--- config.mk ---
export PLATFORM = sky130hd
export DESIGN_NAME = sat_down_cntr_flat
export DESIGN_NICKNAME = d
export VERILOG_FILES = /design/src/rtl/sat_down_cntr_pkg.sv /design/src/rtl/sat_down_cntr_if.sv /design/src/rtl/sat_down_cntr_tick_gen.sv /design/src/rtl/sat_down_cntr.sv /design/src/flat_wrapper.sv
export SDC_FILE = /design/constraint.sdc
export NUM_CORES = 1
export LEC_CHECK = 0
export BUFFER_PORTS_ARGS = -buffer_cell sky130_fd_sc_hd__buf_2
export CAP_MARGIN = 20
export CELL_PAD_IN_SITES_DETAIL_PLACEMENT = 1
export CELL_PAD_IN_SITES_GLOBAL_PLACEMENT = 2
export CORE_MARGIN = 4
export CORE_UTILIZATION = 28
export CTS_CLUSTER_SIZE = 8
export DETAILED_ROUTE_END_ITERATION = 10
export PLACE_DENSITY_LB_ADDON = 0.1
export SYNTH_ARGS = -nofsm -noshare
export SYNTH_HDL_FRONTEND = slang
export SYNTH_SLANG_ARGS = --single-unit
--- constraint.sdc ---
create_clock -name clk -period 3.38 [get_ports clk]
set_input_delay 0.507 -clock clk [delete_from_list [all_inputs] [get_ports clk]]
set_output_delay 0.507 -clock clk [all_outputs]
set_load 0.02 [all_outputs]
--- src/rtl/sat_down_cntr_pkg.sv ---
// Shared definitions for the saturating down-counter: width/floor/prescale
// defaults and the FSM state encoding.
package sat_down_cntr_pkg;

    localparam int CNTR_WIDTH_DEF = 4;
    localparam int MIN_COUNT_DEF  = 0;
    localparam int PRESCALE_DEF   = 1;

    localparam int STATE_W = 2;
    localparam logic [STATE_W-1:0] IDLE = 2'd0;
    localparam logic [STATE_W-1:0] RUN  = 2'd1;
    localparam logic [STATE_W-1:0] DONE = 2'd2;

endpackage

--- src/rtl/sat_down_cntr_if.sv ---
// Command/status bundle of the saturating down-counter, plus the FSM state
// exposed for observation.
interface sat_down_cntr_if
    import sat_down_cntr_pkg::*;
#(
    parameter int N = CNTR_WIDTH_DEF
) ();

    // load/load_val and en are level commands sampled on every rising edge
    // (no handshake, never back-pressured); all status signals are registered
    // and describe the state reached on the most recent edge.
    logic               load;
    logic [N-1:0]       load_val;
    logic               en;
    logic [N-1:0]       cntr_out;
    logic               at_min;
    logic               busy;
    logic               done_pulse;
    logic [STATE_W-1:0] state;

    modport master (
        output load, load_val, en,
        input  cntr_out, at_min, busy, done_pulse, state
    );

    modport slave (
        input  load, load_val, en,
        output cntr_out, at_min, busy, done_pulse, state
    );

endinterface

--- src/rtl/sat_down_cntr_tick_gen.sv ---
// Prescaler: counts enabled cycles 0..PRESCALE-1 and emits one tick on the
// cycle that wraps back to 0.
module tick_gen #(
    parameter int PRESCALE = 1
) (
    input  logic clk,
    input  logic reset,
    input  logic clr,
    input  logic en,
    output logic tick
);

    localparam int CW = (PRESCALE > 1) ? $clog2(PRESCALE) : 1;
    localparam logic [CW-1:0] LAST = CW'(PRESCALE - 1);

    logic [CW-1:0] cnt;

    assign tick = en && (cnt == LAST);

    // clr beats en so a load always restarts a full prescale period.
    always_ff @(posedge clk) begin
        if (reset || clr) begin
            cnt <= '0;
        end else if (en) begin
            if (cnt == LAST) begin
                cnt <= '0;
            end else begin
                cnt <= cnt + CW'(1);
            end
        end
    end

endmodule

--- src/rtl/sat_down_cntr.sv ---
// Saturating down-counter: loads a start value, decrements once per prescaler
// tick while enabled, and stops at MIN_COUNT with a one-cycle done pulse.
module sat_down_cntr
    import sat_down_cntr_pkg::*;
#(
    parameter int N         = CNTR_WIDTH_DEF,
    parameter int MIN_COUNT = MIN_COUNT_DEF,
    parameter int PRESCALE  = PRESCALE_DEF
) (
    input  logic          clk,
    input  logic          reset,
    sat_down_cntr_if.slave bus
);

    localparam logic [N-1:0] MIN_V = N'(MIN_COUNT);

    logic [STATE_W-1:0] state;
    logic [STATE_W-1:0] state_nxt;
    logic [N-1:0]       cntr;
    logic [N-1:0]       cntr_nxt;
    logic               at_min_q;
    logic               busy_q;
    logic               done_q;
    logic               tick;

    tick_gen #(
        .PRESCALE(PRESCALE)
    ) u_tick_gen (
        .clk  (clk),
        .reset(reset),
        .clr  (bus.load),
        .en   ((state == RUN) && bus.en),
        .tick (tick)
    );

    // A load overrides whatever the FSM would do, including a coincident tick.
    always_comb begin
        state_nxt = state;
        cntr_nxt  = cntr;
        if (bus.load) begin
            if (bus.load_val > MIN_V) begin
                cntr_nxt  = bus.load_val;
                state_nxt = RUN;
            end else begin
                cntr_nxt  = MIN_V;
                state_nxt = IDLE;
            end
        end else begin
            case (state)
                IDLE: begin
                    state_nxt = IDLE;
                end
                RUN: begin
                    if (tick && (cntr > MIN_V)) begin
                        cntr_nxt = cntr - 1'b1;
                        if ((cntr - 1'b1) == MIN_V) begin
                            state_nxt = DONE;
                        end
                    end
                end
                DONE: begin
                    state_nxt = IDLE;
                end
                default: begin
                    state_nxt = IDLE;
                end
            endcase
        end
    end

    // Flags are derived from next-state values so they line up with cntr_out.
    always_ff @(posedge clk) begin
        if (reset) begin
            state    <= IDLE;
            cntr     <= MIN_V;
            at_min_q <= 1'b1;
            busy_q   <= 1'b0;
            done_q   <= 1'b0;
        end else begin
            state    <= state_nxt;
            cntr     <= cntr_nxt;
            at_min_q <= (cntr_nxt == MIN_V);
            busy_q   <= (state_nxt == RUN);
            done_q   <= (state_nxt == DONE);
        end
    end

    assign bus.cntr_out   = cntr;
    assign bus.at_min     = at_min_q;
    assign bus.busy       = busy_q;
    assign bus.done_pulse = done_q;
    assign bus.state      = state;

endmodule

--- src/flat_wrapper.sv ---
// flat-port wrapper written by rule: the top's interface ports become plain ports
module sat_down_cntr_flat import sat_down_cntr_pkg::*;
#(
    parameter int N         = CNTR_WIDTH_DEF,
    parameter int MIN_COUNT = MIN_COUNT_DEF,
    parameter int PRESCALE  = PRESCALE_DEF
)
  (clk, reset, bus_load, bus_load_val, bus_en, bus_cntr_out, bus_at_min, bus_busy, bus_done_pulse, bus_state);
  sat_down_cntr_if #(.N(N)) bus_i ();
  input  logic clk;
  input  logic reset;
  input wire logic [$bits(bus_i.load)-1:0] bus_load;
  input wire logic [$bits(bus_i.load_val)-1:0] bus_load_val;
  input wire logic [$bits(bus_i.en)-1:0] bus_en;
  output wire logic [$bits(bus_i.cntr_out)-1:0] bus_cntr_out;
  output wire logic [$bits(bus_i.at_min)-1:0] bus_at_min;
  output wire logic [$bits(bus_i.busy)-1:0] bus_busy;
  output wire logic [$bits(bus_i.done_pulse)-1:0] bus_done_pulse;
  output wire logic [$bits(bus_i.state)-1:0] bus_state;
  assign bus_i.load = bus_load;
  assign bus_i.load_val = bus_load_val;
  assign bus_i.en = bus_en;
  assign bus_cntr_out = bus_i.cntr_out;
  assign bus_at_min = bus_i.at_min;
  assign bus_busy = bus_i.busy;
  assign bus_done_pulse = bus_i.done_pulse;
  assign bus_state = bus_i.state;
  sat_down_cntr #(.N(N), .MIN_COUNT(MIN_COUNT), .PRESCALE(PRESCALE)) u_core (.clk(clk), .reset(reset), .bus(bus_i));
endmodule
* Yosys cells after proc, flatten, opt, wreduce, memory -nomap -nowiden
Index checks and enable logic that the tools add are counted.
** Word-level totals
- Register bits after elaboration :: 10
- Input port bits :: 8
- Logic and storage cells :: 30
** Operators by class
- Add/sub/neg operators :: 2
- Order comparisons :: 2
- Eq/ne operators :: 3
- Mux-type cells :: 10
- Bitwise operators :: 1
- Reduce and logical (&&, ||, !) cells :: 6
** Operator list (number)
- 2-to-1 mux 4 bit :: 4
- greater-than comparator 4 x 1 -> 1 bit (second input constant) :: 2
- logical NOT 4 bit :: 2
- 2-to-1 mux 2 bit :: 4
- equality test 2 x 1 -> 1 bit (second input constant) :: 2
- subtractor 4 x 1 -> 4 bit (second input constant) :: 1
- logical AND 1 bit :: 3
- equality test 2 bit (second input constant) :: 1
- 2-to-1 mux 1 bit :: 2
- adder 1 bit (second input constant) :: 1
- logical OR 1 bit :: 1
- inverter 1 bit :: 1

* Longest topological paths before layout
Gate-level depths: netlist of run 1.
- Depth after elaboration :: 8
- Depth in mapped cells :: 6

* Modules after synthesis
Synthesis of run 1 repeated with hierarchy kept, for this count alone.
** Unflattened totals
- Cells, all modules :: 62
- Area, all modules :: 526.8 um^2
** Modules (own cells, without submodules)
- sat_down_cntr :: times used 1, cells an instance 61, area each 519.2 um^2, seq. area each 180.2 um^2
- tick_gen :: times used 1, cells an instance 1, area each 7.5 um^2, seq. area each 0.0 um^2

* Least setup slack after synthesis of run 1
Ideal clock, no wire load.
- Kind :: flip-flop to flip-flop
- Start point :: register u_core.cntr[0] (netlist: u_core.bus.cntr_out[0])
- End point :: register u_core.at_min_q (netlist: u_core.bus.at_min)
- Arrival :: 1.552 ns
- Data required time :: 3.264 ns
- Path slack :: 1.712 ns
- Cell stages (with the launch flop) :: 7
- Path buffers :: 0
- Clock period less this slack :: 1.668 ns
- Cells stage by stage :: dfxtp_1 inv_1 ha_1 nor3b_2 nand2b_1 o31a_1 a41o_1
** On the way
- Word-level cells in the longest chain between the ends :: 6
- Elaborated cells between the ends (all ways) :: 7
** RTL lines
- start, declared :: RTL line sat_down_cntr.sv:19 : logic [N-1:0] cntr;
- start signal, assigned :: RTL line sat_down_cntr.sv:81 : cntr <= cntr_nxt;
- greater-than comparator 4 x 1 -> 1 bit :: RTL line sat_down_cntr.sv:54 : if (tick && (cntr > MIN_V)) begin
- logical AND 1 bit :: RTL line sat_down_cntr.sv:54
- 2-to-1 mux 4 bit :: RTL line sat_down_cntr.sv:54
- 2-to-1 mux 4 bit (*) :: RTL line sat_down_cntr.sv:49 : case (state)
- 2-to-1 mux 4 bit (*) :: RTL line sat_down_cntr.sv:40 : if (bus.load) begin
- logical NOT 4 bit (*) :: RTL line sat_down_cntr.sv:82 : at_min_q <= (cntr_nxt == MIN_V);
- end signal, assigned :: RTL line sat_down_cntr.sv:82
- end, declared :: RTL line sat_down_cntr.sv:21 : logic at_min_q;
Every way passes the cells marked *; elsewhere a longest branch is shown, timed or not.
A chain may end at the register's enable or synchronous reset.

* Final worst setup path of run 1
Ends and elaborated chain as after synthesis.

==> impl_metrics.tcl, run 1 <==
set metrics [dict create \
    status "finished, final reports clean" \
    clock_latency_ns 0.25 \
    netlist_area_sq_um 482 \
    r2r_slack_ns 1.74 \
    htreeDepth 1 \
    p_per_area_nw_per_um2 427 \
    worst_pin_slew_ns 0.459 \
    hold_path.class "in -> reg" \
    synth_warnings 0 \
    grt_use_total_pct 10.4 \
    hold_end "u_core.bus.state[1]" \
    antenna_found_initial 0 \
    grt_pass1_vias 412 \
    clockRootBuffer "clkbuf_4" \
    wl_per_cell_um 13.0 \
    synth_top_area_share_pct 37.4 \
    critPathKind "reg -> reg" \
    num_rows 14 \
    rsz0062_at_grt "false" \
    maxCapViolations 0 \
    hold_buffers 0 \
    yosysMostFrequentCell "dfxtp_1" \
    cts_resized 0 \
    cts_buffers 3 \
    ys.flop_type "dfxtp_1" \
    synthCells 52 \
    vias 440 \
    cp_max_fo 6 \
    reg2reg_depth 6 \
    via_per_inst 5.12 \
    numPortBuffers 16 \
    synthesis.nets 62 \
    cp-end-kind "flip-flop" \
    hp-start "reset" \
    max_slew_margin_pct 69.1 \
    whs_ns 0.522 \
    hpwl_um 932 \
    worst_r2r_startpoint "u_core.bus.cntr_out[0]" \
    n_antenna_cell 0 \
    start_kind "flip-flop" \
    period_needed_ns 1.64 \
    die_h_um 49.5 \
    die_w_um 49.5 \
    core_area_sq_um 1560 \
    cts_tree "yes" \
    synthTopCellsByCount "9 x dfxtp_1, 5 x inv_1, 5 x nor2_1, 4 x nor4_1, 3 x nor2b_1" \
    peakVddDrop_v 0.000193 \
    overflow 0 \
    ios 17 \
    async_flop_share_pct 0 \
    p_leak_nw 0.287 \
    post_cts_buffers 0 \
    max_freq_mhz 612 \
    nets 81 \
    drt_first_pass_iters 4 \
    cp.required_ns 3.58 \
    fillers 193 \
    clk_path_buf_depth 2 \
    finalSetupViolations 0 \
    worstPathArrival_ns 1.84 \
    gp_congestion 0.682 \
    worstHoldPathCells 2 \
    cts.sinks 9 \
    ys_seq_area_share_pct 37.4 \
    synth_area_leaders "dfxtp_1 37%, ha_1 5.2%, nor4_1 5.2%, nand3b_4 4.2%, inv_1 3.9%" \
    synth_largest_area_cell "dfxtp_1" \
    synth_edf_count 0 \
    dr.first_iter.drc_count 9 \
    syn-mean-instance-area_sq_um 9.26 \
    fin_crit_sh_pct 48.4 \
    grt_pass1_wl_mm 1.95 \
    synth.distinct_cells 29 \
    fp.dieArea_sq_um 2450 \
    r2r-end "u_core.bus.at_min" \
    grt_max_degree 13 \
    layout-drive-gt1-share_pct 32.9 \
    tns_ns 0 \
    hold_violations 0 \
    area_growth_syn_to_layout_pct 23.1 \
    drc 0 \
    clock_skew_ns 0.000881 \
    slew_viol_final 0 \
    antenna_left 0 \
    wl_mm 1.12 \
    start_util_pct 30.9 \
    clkSlewWorstSetupHoldPaths_ns 0.06 \
    synth-seq-cells 9 \
]
power by group:
part / internal (mW) / total [mW] / switching [mW] / leakage, nW
sequential: 0.113 / 0.119 / 0.00676 / 0.0745
combinational: 0.0232 / 0.0545 / 0.0314 / 0.198
clock: 0.0453 / 0.0793 / 0.0340 / 0.0150
total: 0.181 / 0.253 / 0.0722 / 0.287
final cells by class:
| class | instances | area (sq um) | area share [%] |
|---|---|---|---|
| clock buffer | 4 | 26.3 | 4.43 |
| inverter | 5 | 18.8 | 3.16 |
| multi-input combinational | 36 | 268 | 45.1 |
| sequential | 9 | 180 | 30.4 |
| tap | 16 | 20.0 | 3.38 |
| timing repair buffer | 16 | 80.1 | 13.5 |
metal layers:
metal / vias up / track usage [%] / wire (um)
li1: 221 / - / -
met1: 206 / 14.4 / 537
met2: 11 / 14.5 / 500
met3: 2 / 2.71 / 62
met4: 0 / 5.53 / 17
met5: - / 0 / 0
cell usage in the layout, fill, tap and decap left out, types with 2 or more instances in the layout:
cell type | Yosys | layout
inv_1 | 5 | 5
dfxtp_1 | 9 | 9
nor2_1 | 5 | 5
nor4_1 | 4 | 4
buf_2 | 1 | 16
nand2b_1 | 2 | 2
ha_1 | 2 | 2
nor2b_1 | 3 | 3
clkbuf_4 | 0 | 3
flip-flops by register name, indices dropped and copies added (netlist names):
register	cells
u_core.bus.at_min	1
u_core.bus.state	2
u_core.bus.done_pulse	1
u_core.bus.cntr_out	4
u_core.bus.busy	1
critical path, cell delays in order (launching register included):
cell      delay (ns)
dfxtp_1         0.42
inv_1           0.07
ha_1            0.21
nor3b_2         0.18
nand2b_1        0.17
a221oi_1        0.32
a41o_1          0.21
cell families after synthesis:
kind of cell             synth area share (%)
buffers and inverters                    7.01
adder cells (fa/ha/maj)                  5.19
AO/OA/AOI/OAI                            15.8
AND/OR/NAND/NOR                          32.7
flip-flops                               37.4
XOR/XNOR                                 1.82
how the worst max path moves through the flow:
stage | startpoint | to | slack [ns] | depth (start not counted)
after floorplan | u_core.bus.cntr_out[0] | u_core.bus.at_min | 1.71 | 6
after global placement | u_core.bus.cntr_out[0] | u_core.bus.at_min | 1.76 | 6
after detailed placement | u_core.bus.cntr_out[0] | u_core.bus.at_min | 1.74 | 6
after CTS | u_core.bus.cntr_out[0] | u_core.bus.done_pulse | 1.72 | 6
after global routing | u_core.bus.cntr_out[0] | u_core.bus.done_pulse | 1.54 | 6
final | u_core.bus.cntr_out[0] | u_core.bus.at_min | 1.74 | 6
metrics by stage:
| stage | worst slack [ns] | area, sq um | utilization [%] | power [mW] | instances |
|---|---|---|---|---|---|
| floorplan | 1.71 | 482 | - | 0.159 | 52 |
| global placement | 1.76 | 567 | 36.4 | 0.178 | 82 |
| detailed placement | 1.74 | 567 | 36.4 | 0.177 | 82 |
| CTS | 1.72 | 593 | 38.0 | 0.258 | 86 |
| global route | 1.54 | 593 | 38.0 | 0.270 | 86 |
| finish | 1.74 | 593 | 38.0 | 0.253 | 86 |
Note: power is estimated with default switching activity, not from simulation.
==> inputs of run 2 (changes only) <==
--- a/config.mk
+++ b/config.mk
@@ -10,7 +10,7 @@
 export CELL_PAD_IN_SITES_DETAIL_PLACEMENT = 1
 export CELL_PAD_IN_SITES_GLOBAL_PLACEMENT = 2
 export CORE_MARGIN = 4
-export CORE_UTILIZATION = 28
+export CORE_UTILIZATION = 26
 export CTS_CLUSTER_SIZE = 8
 export DETAILED_ROUTE_END_ITERATION = 10
 export PLACE_DENSITY_LB_ADDON = 0.1
==> constraint.sdc (replaced) <==
create_clock -name clk -period 1.55 [get_ports clk]
set_input_delay 0.2325 -clock clk [delete_from_list [all_inputs] [get_ports clk]]
set_output_delay 0.2325 -clock clk [all_outputs]
set_load 0.02 [all_outputs]
==> run 2 against run 1 <==
Count of clock-buffer cells in the layout unchanged; critical endpoint unchanged; power increased by 130%; combinational power increased to 2.7 times the previous value; flip-flop and latch count unchanged; largest power group unchanged; first-iteration DRC count decreased by 89%; clock power increased by 120%; worst setup slack got worse by 1.7 ns; worst hold slack got worse by 0.26 ns; core utilization increased by 0.74 points.
==> impl_metrics.tcl, run 2 (same netlist as run 1, synthesis figures left out) <==
set metrics [dict create \
    tns_ns 0 \
    largest_reg_flops 4 \
    clk_path_buf_depth 2 \
    post_cts_buffers 0 \
    critPathKind "reg -> reg" \
    grt_pass1_vias 431 \
    ios 17 \
    setup_slack_ns 0.0903 \
    p_leak_nw 0.306 \
    fp.dieArea_sq_um 2610 \
    cp_slowest_cell "dfxtp_2" \
    critPathBufInv 1 \
    layout_common_cells "16 x buf_2, 7 x dfxtp_1, 5 x inv_1, 5 x nor2_1, 4 x nor4_1" \
    cp_max_fo 3 \
    layout-drive-gt1-share_pct 48.6 \
    clock_skew_ns 0.00235 \
    cts_buffers 3 \
    grt_max_degree 13 \
    n_antenna_cell 0 \
    cp_top_family "compound AO/OA/AOI/OAI gates" \
    via_per_inst 4.60 \
    period_needed_ns 1.46 \
    cts.sinks 9 \
    numPortBuffers 16 \
    hold_path.class "in -> reg" \
    grt_pass1_wl_mm 2.04 \
    antenna_left 0 \
    worst_pin_slew_ns 0.484 \
    area_growth_syn_to_layout_pct 40.5 \
    whs_ns 0.260 \
    worstPathArrival_ns 1.60 \
    power_uw 581 \
    clockRootBuffer "clkbuf_4" \
    regArea_sq_um 185 \
    drt_first_pass_iters 2 \
    p_per_area_nw_per_um2 858 \
    finalSetupViolations 0 \
    htreeDepth 1 \
    cp-end-kind "flip-flop" \
    overflow 0 \
    clock_latency_ns 0.25 \
    max_slew_margin_pct 67.4 \
    path_cells "inv_1 -> ha_2 -> nor2b_2 -> a31oi_1 -> a22o_2 -> a41o_1" \
    max_freq_mhz 685 \
    start_util_pct 27.6 \
    multi_input_area_sq_um 320 \
    maxCapViolations 0 \
    core_area_sq_um 1750 \
    dr.first_iter.drc_count 1 \
    status "finished, final reports clean" \
    hold_violations 0 \
    dp_slack_ns -0.0392 \
    nets 83 \
    hpwl_mm 1.01 \
    antenna_found_initial 0 \
    wl_mm 1.24 \
    cts_tree "yes" \
    die_w_um 51.0 \
    vias 446 \
    post-route-util_pct 38.8 \
    slew_viol_final 0 \
    num_rows 15 \
    cp.required_ns 1.69 \
    hold_buffers 0 \
    final_common_cell "buf_2" \
    clkSlewWorstSetupHoldPaths_ns 0.06 \
    start_kind "flip-flop" \
    gp_congestion 0.739 \
    crit_path_max_incr_delay_ns 0.32 \
    wl_per_cell_um 12.8 \
    fillers 215 \
    grt_use_total_pct 10.4 \
    die_h_um 51.0 \
    drc 0 \
    peakVddDrop_v 0.000558 \
    fin_crit_sh_pct 94.2 \
]
==> run 2: cell count changes in the layout (fill, tap and decap cells not counted), sizes merged <==
cell  before  now
buf       16   18
==> run 2: repair_timing <==
action	in CTS	in global routing
resized for setup	1	10
gates cloned	0	0
hold endpoints to repair	0	0
setup endpoints to repair	1	6
pin swaps	0	3
==> run 2: layout make-up <==
class	count	area share, %
Clock buffer	4	3.88
Sequential cell	9	27.4
Timing Repair Buffer	18	14.0
Tap cell	25	4.62
Multi-Input combinational cell	36	47.3
Inverter	5	2.77
==> run 2: per-stage QoR <==
step	instances	instance area, sq um
final	97	677
after detailed placement	93	598
after CTS	97	631
after global routing	97	677
after global placement	93	598
after floorplan	52	487
==> run 2: layer usage <==
layer | vias up | GRT usage [%] | part of all wire, %
met3 | 0 | 1.75 | 4.5
li1 | 229 | - | -
met4 | 0 | 4.04 | 0
met2 | 8 | 16.3 | 48
met1 | 209 | 14.0 | 47
met5 | - | 0 | 0
==> run 2: worst paths after layout <==
path / endpoint / slack [ns] / depth (start not counted) / startpoint
worst min register to register: u_core.bus.state[0] / 0.66 / 2 / u_core.bus.state[0]
worst max register to register: u_core.bus.at_min / 0.09 / 6 / u_core.bus.cntr_out[1]
worst max-delay path: u_core.bus.at_min / 0.09 / 6 / u_core.bus.cntr_out[1]
worst min-delay path: u_core.bus.done_pulse / 0.26 / 2 / reset
==> run 2: power by group <==
group	leakage (nW)	switching (mW)	total [mW]	internal, mW
Clock	0.0150	0.0754	0.174	0.0988
Combinational	0.216	0.0798	0.147	0.0673
Sequential	0.0754	0.0141	0.259	0.245
Total	0.306	0.169	0.581	0.411
==> run 2: worst reg2reg max path, delay by kind of cell, from the launching register on <==
family / cells / cell delay [ns]
AO/OA/AOI/OAI: 3 / 0.60
adder cells (fa/ha/maj): 1 / 0.18
buffers and inverters: 1 / 0.07
flip-flops: 1 / 0.32
AND/OR/NAND/NOR: 1 / 0.18
==> inputs of run 3 (changes only) <==
--- a/config.mk
+++ b/config.mk
@@ -11,6 +11,7 @@
 export CELL_PAD_IN_SITES_GLOBAL_PLACEMENT = 2
 export CORE_MARGIN = 4
 export CORE_UTILIZATION = 26
+export CTS_BUF_LIST = sky130_fd_sc_hd__clkbuf_16
 export CTS_CLUSTER_SIZE = 8
 export DETAILED_ROUTE_END_ITERATION = 10
 export PLACE_DENSITY_LB_ADDON = 0.1
==> run 3 against run 2 <==
Critical path depth did not move; worst hold slack improved by 0.025 ns; flip-flop and latch count stayed put; register-to-register slack about the same; die area unchanged; via count grew 1.3%; non-clock buffer count stayed put; final cell count stayed put.
==> impl_metrics.tcl, run 3 (same netlist as run 1, synthesis figures left out) <==
set metrics [dict create \
    status "finished, final reports clean" \
    clock_skew_ns 0.00349 \
    met1Wirelength_um 588 \
    hold_path.class "in -> reg" \
    crit_path_max_incr_delay_ns 0.32 \
    dp_cells 93 \
    cts_buffers 3 \
    post-route-util_pct 41.8 \
    multi_input_area_sq_um 320 \
    drc 0 \
    cp_max_fo 3 \
    wl_mm 1.27 \
    post_cts_buffers 0 \
    start_util_pct 27.6 \
    layout_common_cells "16 x buf_2, 7 x dfxtp_1, 6 x inv_1" \
    wl_met2_um 589 \
    worst_pin_slew_ns 0.486 \
    num_rows 15 \
    grt_max_degree 13 \
    n_antenna_cell 0 \
    layout-drive-gt1-share_pct 48.6 \
    hpwl_mm 1.01 \
    antenna_found_initial 0 \
    start_kind "flip-flop" \
    core_area_sq_um 1750 \
    die_h_um 51.0 \
    die_w_um 51.0 \
    period_needed_ns 1.47 \
    placed_cell_area_sq_um 598 \
    max_freq_mhz 682 \
    gp_congestion 0.739 \
    area_growth_syn_to_layout_pct 51.4 \
    peakVddDrop_v 0.000711 \
    final_common_cell "buf_2" \
    vias 452 \
    cts.sinks 9 \
    cp-end-kind "flip-flop" \
    antenna_left 0 \
    clkSlewWorstSetupHoldPaths_ns 0.04 \
    worst_r2r_startpoint "u_core.bus.cntr_out[1]" \
    overflow 0 \
    final_cell_area_sq_um 729 \
    regArea_sq_um 185 \
    r2r_slack_ns 0.08 \
    nets 83 \
    largest_reg_flops 4 \
    maxCapViolations 0 \
    grt_pass1_wl_mm 2.09 \
    grt_use_total_pct 11.2 \
    worstHoldPathCells 2 \
    cp.required_ns 1.67 \
    fp.dieArea_sq_um 2610 \
    via_per_inst 4.66 \
    path_cells "inv_1 -> ha_2 -> nor2b_2 -> a31oi_1 -> a22o_2 -> a41o_1" \
    fillers 202 \
    worstPathArrival_ns 1.59 \
    grt_pass1_vias 445 \
    reg2reg_depth 6 \
    cp_slowest_cell "dfxtp_2" \
    htreeDepth 1 \
    critPathKind "reg -> reg" \
    max_slew_margin_pct 67.3 \
    maxUsedRoutingLayer "met4" \
    r2r-end "u_core.bus.at_min" \
    dr.first_iter.drc_count 1 \
    clock_latency_ns 0.23 \
    p_per_area_nw_per_um2 1170 \
    ios 17 \
    clockRootBuffer "clkbuf_16" \
    drt_first_pass_iters 2 \
    clk_path_buf_depth 2 \
    numPortBuffers 16 \
    fin_cells 97 \
    wl_met3_um 62 \
    wl_per_cell_um 13.1 \
    hp-start "reset" \
    finalSetupViolations 0 \
    cts_tree "yes" \
    p_leak_nw 0.334 \
    fin_crit_sh_pct 94.6 \
    slew_viol_final 0 \
    hold_end "u_core.bus.done_pulse" \
    hold_violations 0 \
]
## run 3: cell count changes in the layout (fill, tap and decap cells not counted), sizes merged
cell,delta
clkbuf,-1
inv,+1
## run 3: cell type report
type / count / area share (%)
multi-input combinational: 36 / 43.9
sequential: 9 / 25.4
timing repair buffer: 18 / 13.0
clock buffer: 3 / 10.3
tap: 25 / 4.29
inverter: 5 / 2.57
clock inverter: 1 / 0.515
## run 3: metrics by stage
stage / worst slack [ns] / hold WS, ns / TNS, ns / total power, mW
after floorplan: 0.0110 / 0.417 / 0 / 0.347
after global placement: -0.0244 / 0.525 / -0.0244 / 0.394
after detailed placement: -0.0392 / 0.533 / -0.0392 / 0.393
after CTS: 0.0304 / 0.288 / 0 / 0.847
after global routing: -0.0132 / 0.306 / -0.0132 / 0.896
final: 0.0839 / 0.285 / 0 / 0.853
## run 3: worst max-delay path by stage
stage                           start                 to  slack [ns]
2_1_floorplan  u_core.bus.cntr_out[1]  u_core.bus.at_min        0.01
3_3_place_gp   u_core.bus.cntr_out[0]  u_core.bus.at_min       -0.02
3_5_place_dp   u_core.bus.cntr_out[1]  u_core.bus.at_min       -0.04
4_1_cts        u_core.bus.cntr_out[1]  u_core.bus.at_min        0.03
5_1_grt        u_core.bus.cntr_out[1]  u_core.bus.at_min       -0.01
6_report       u_core.bus.cntr_out[1]  u_core.bus.at_min        0.08
## run 3: metal layers
metal / track usage, % / vias up
met4: 8.07 / 0
li1: - / 229
met1: 14.2 / 211
met3: 2.62 / 2
met5: 0 / -
met2: 16.3 / 10
## run 3: critical path, delay by kind of cell (launching register included)
kind                     cells  cell delay (ns)
AO/OA/AOI/OAI                3             0.61
AND/OR/NAND/NOR              1             0.18
buffers and inverters        1             0.07
adder cells (fa/ha/maj)      1             0.18
flip-flops                   1             0.32
## run 3: where the power goes
| group | leakage, nW | switching (mW) | internal, mW |
|---|---|---|---|
| clock | 0.0423 | 0.108 | 0.337 |
| combinational | 0.216 | 0.0799 | 0.0673 |
| sequential | 0.0754 | 0.0140 | 0.247 |
## run 3: repair_timing
item                                    CTS  global route
hold buffers                              0             0
gates cloned                              0             0
pin swaps                                 0             2
endpoints found under the setup margin    1             6
resized for setup                         1            10
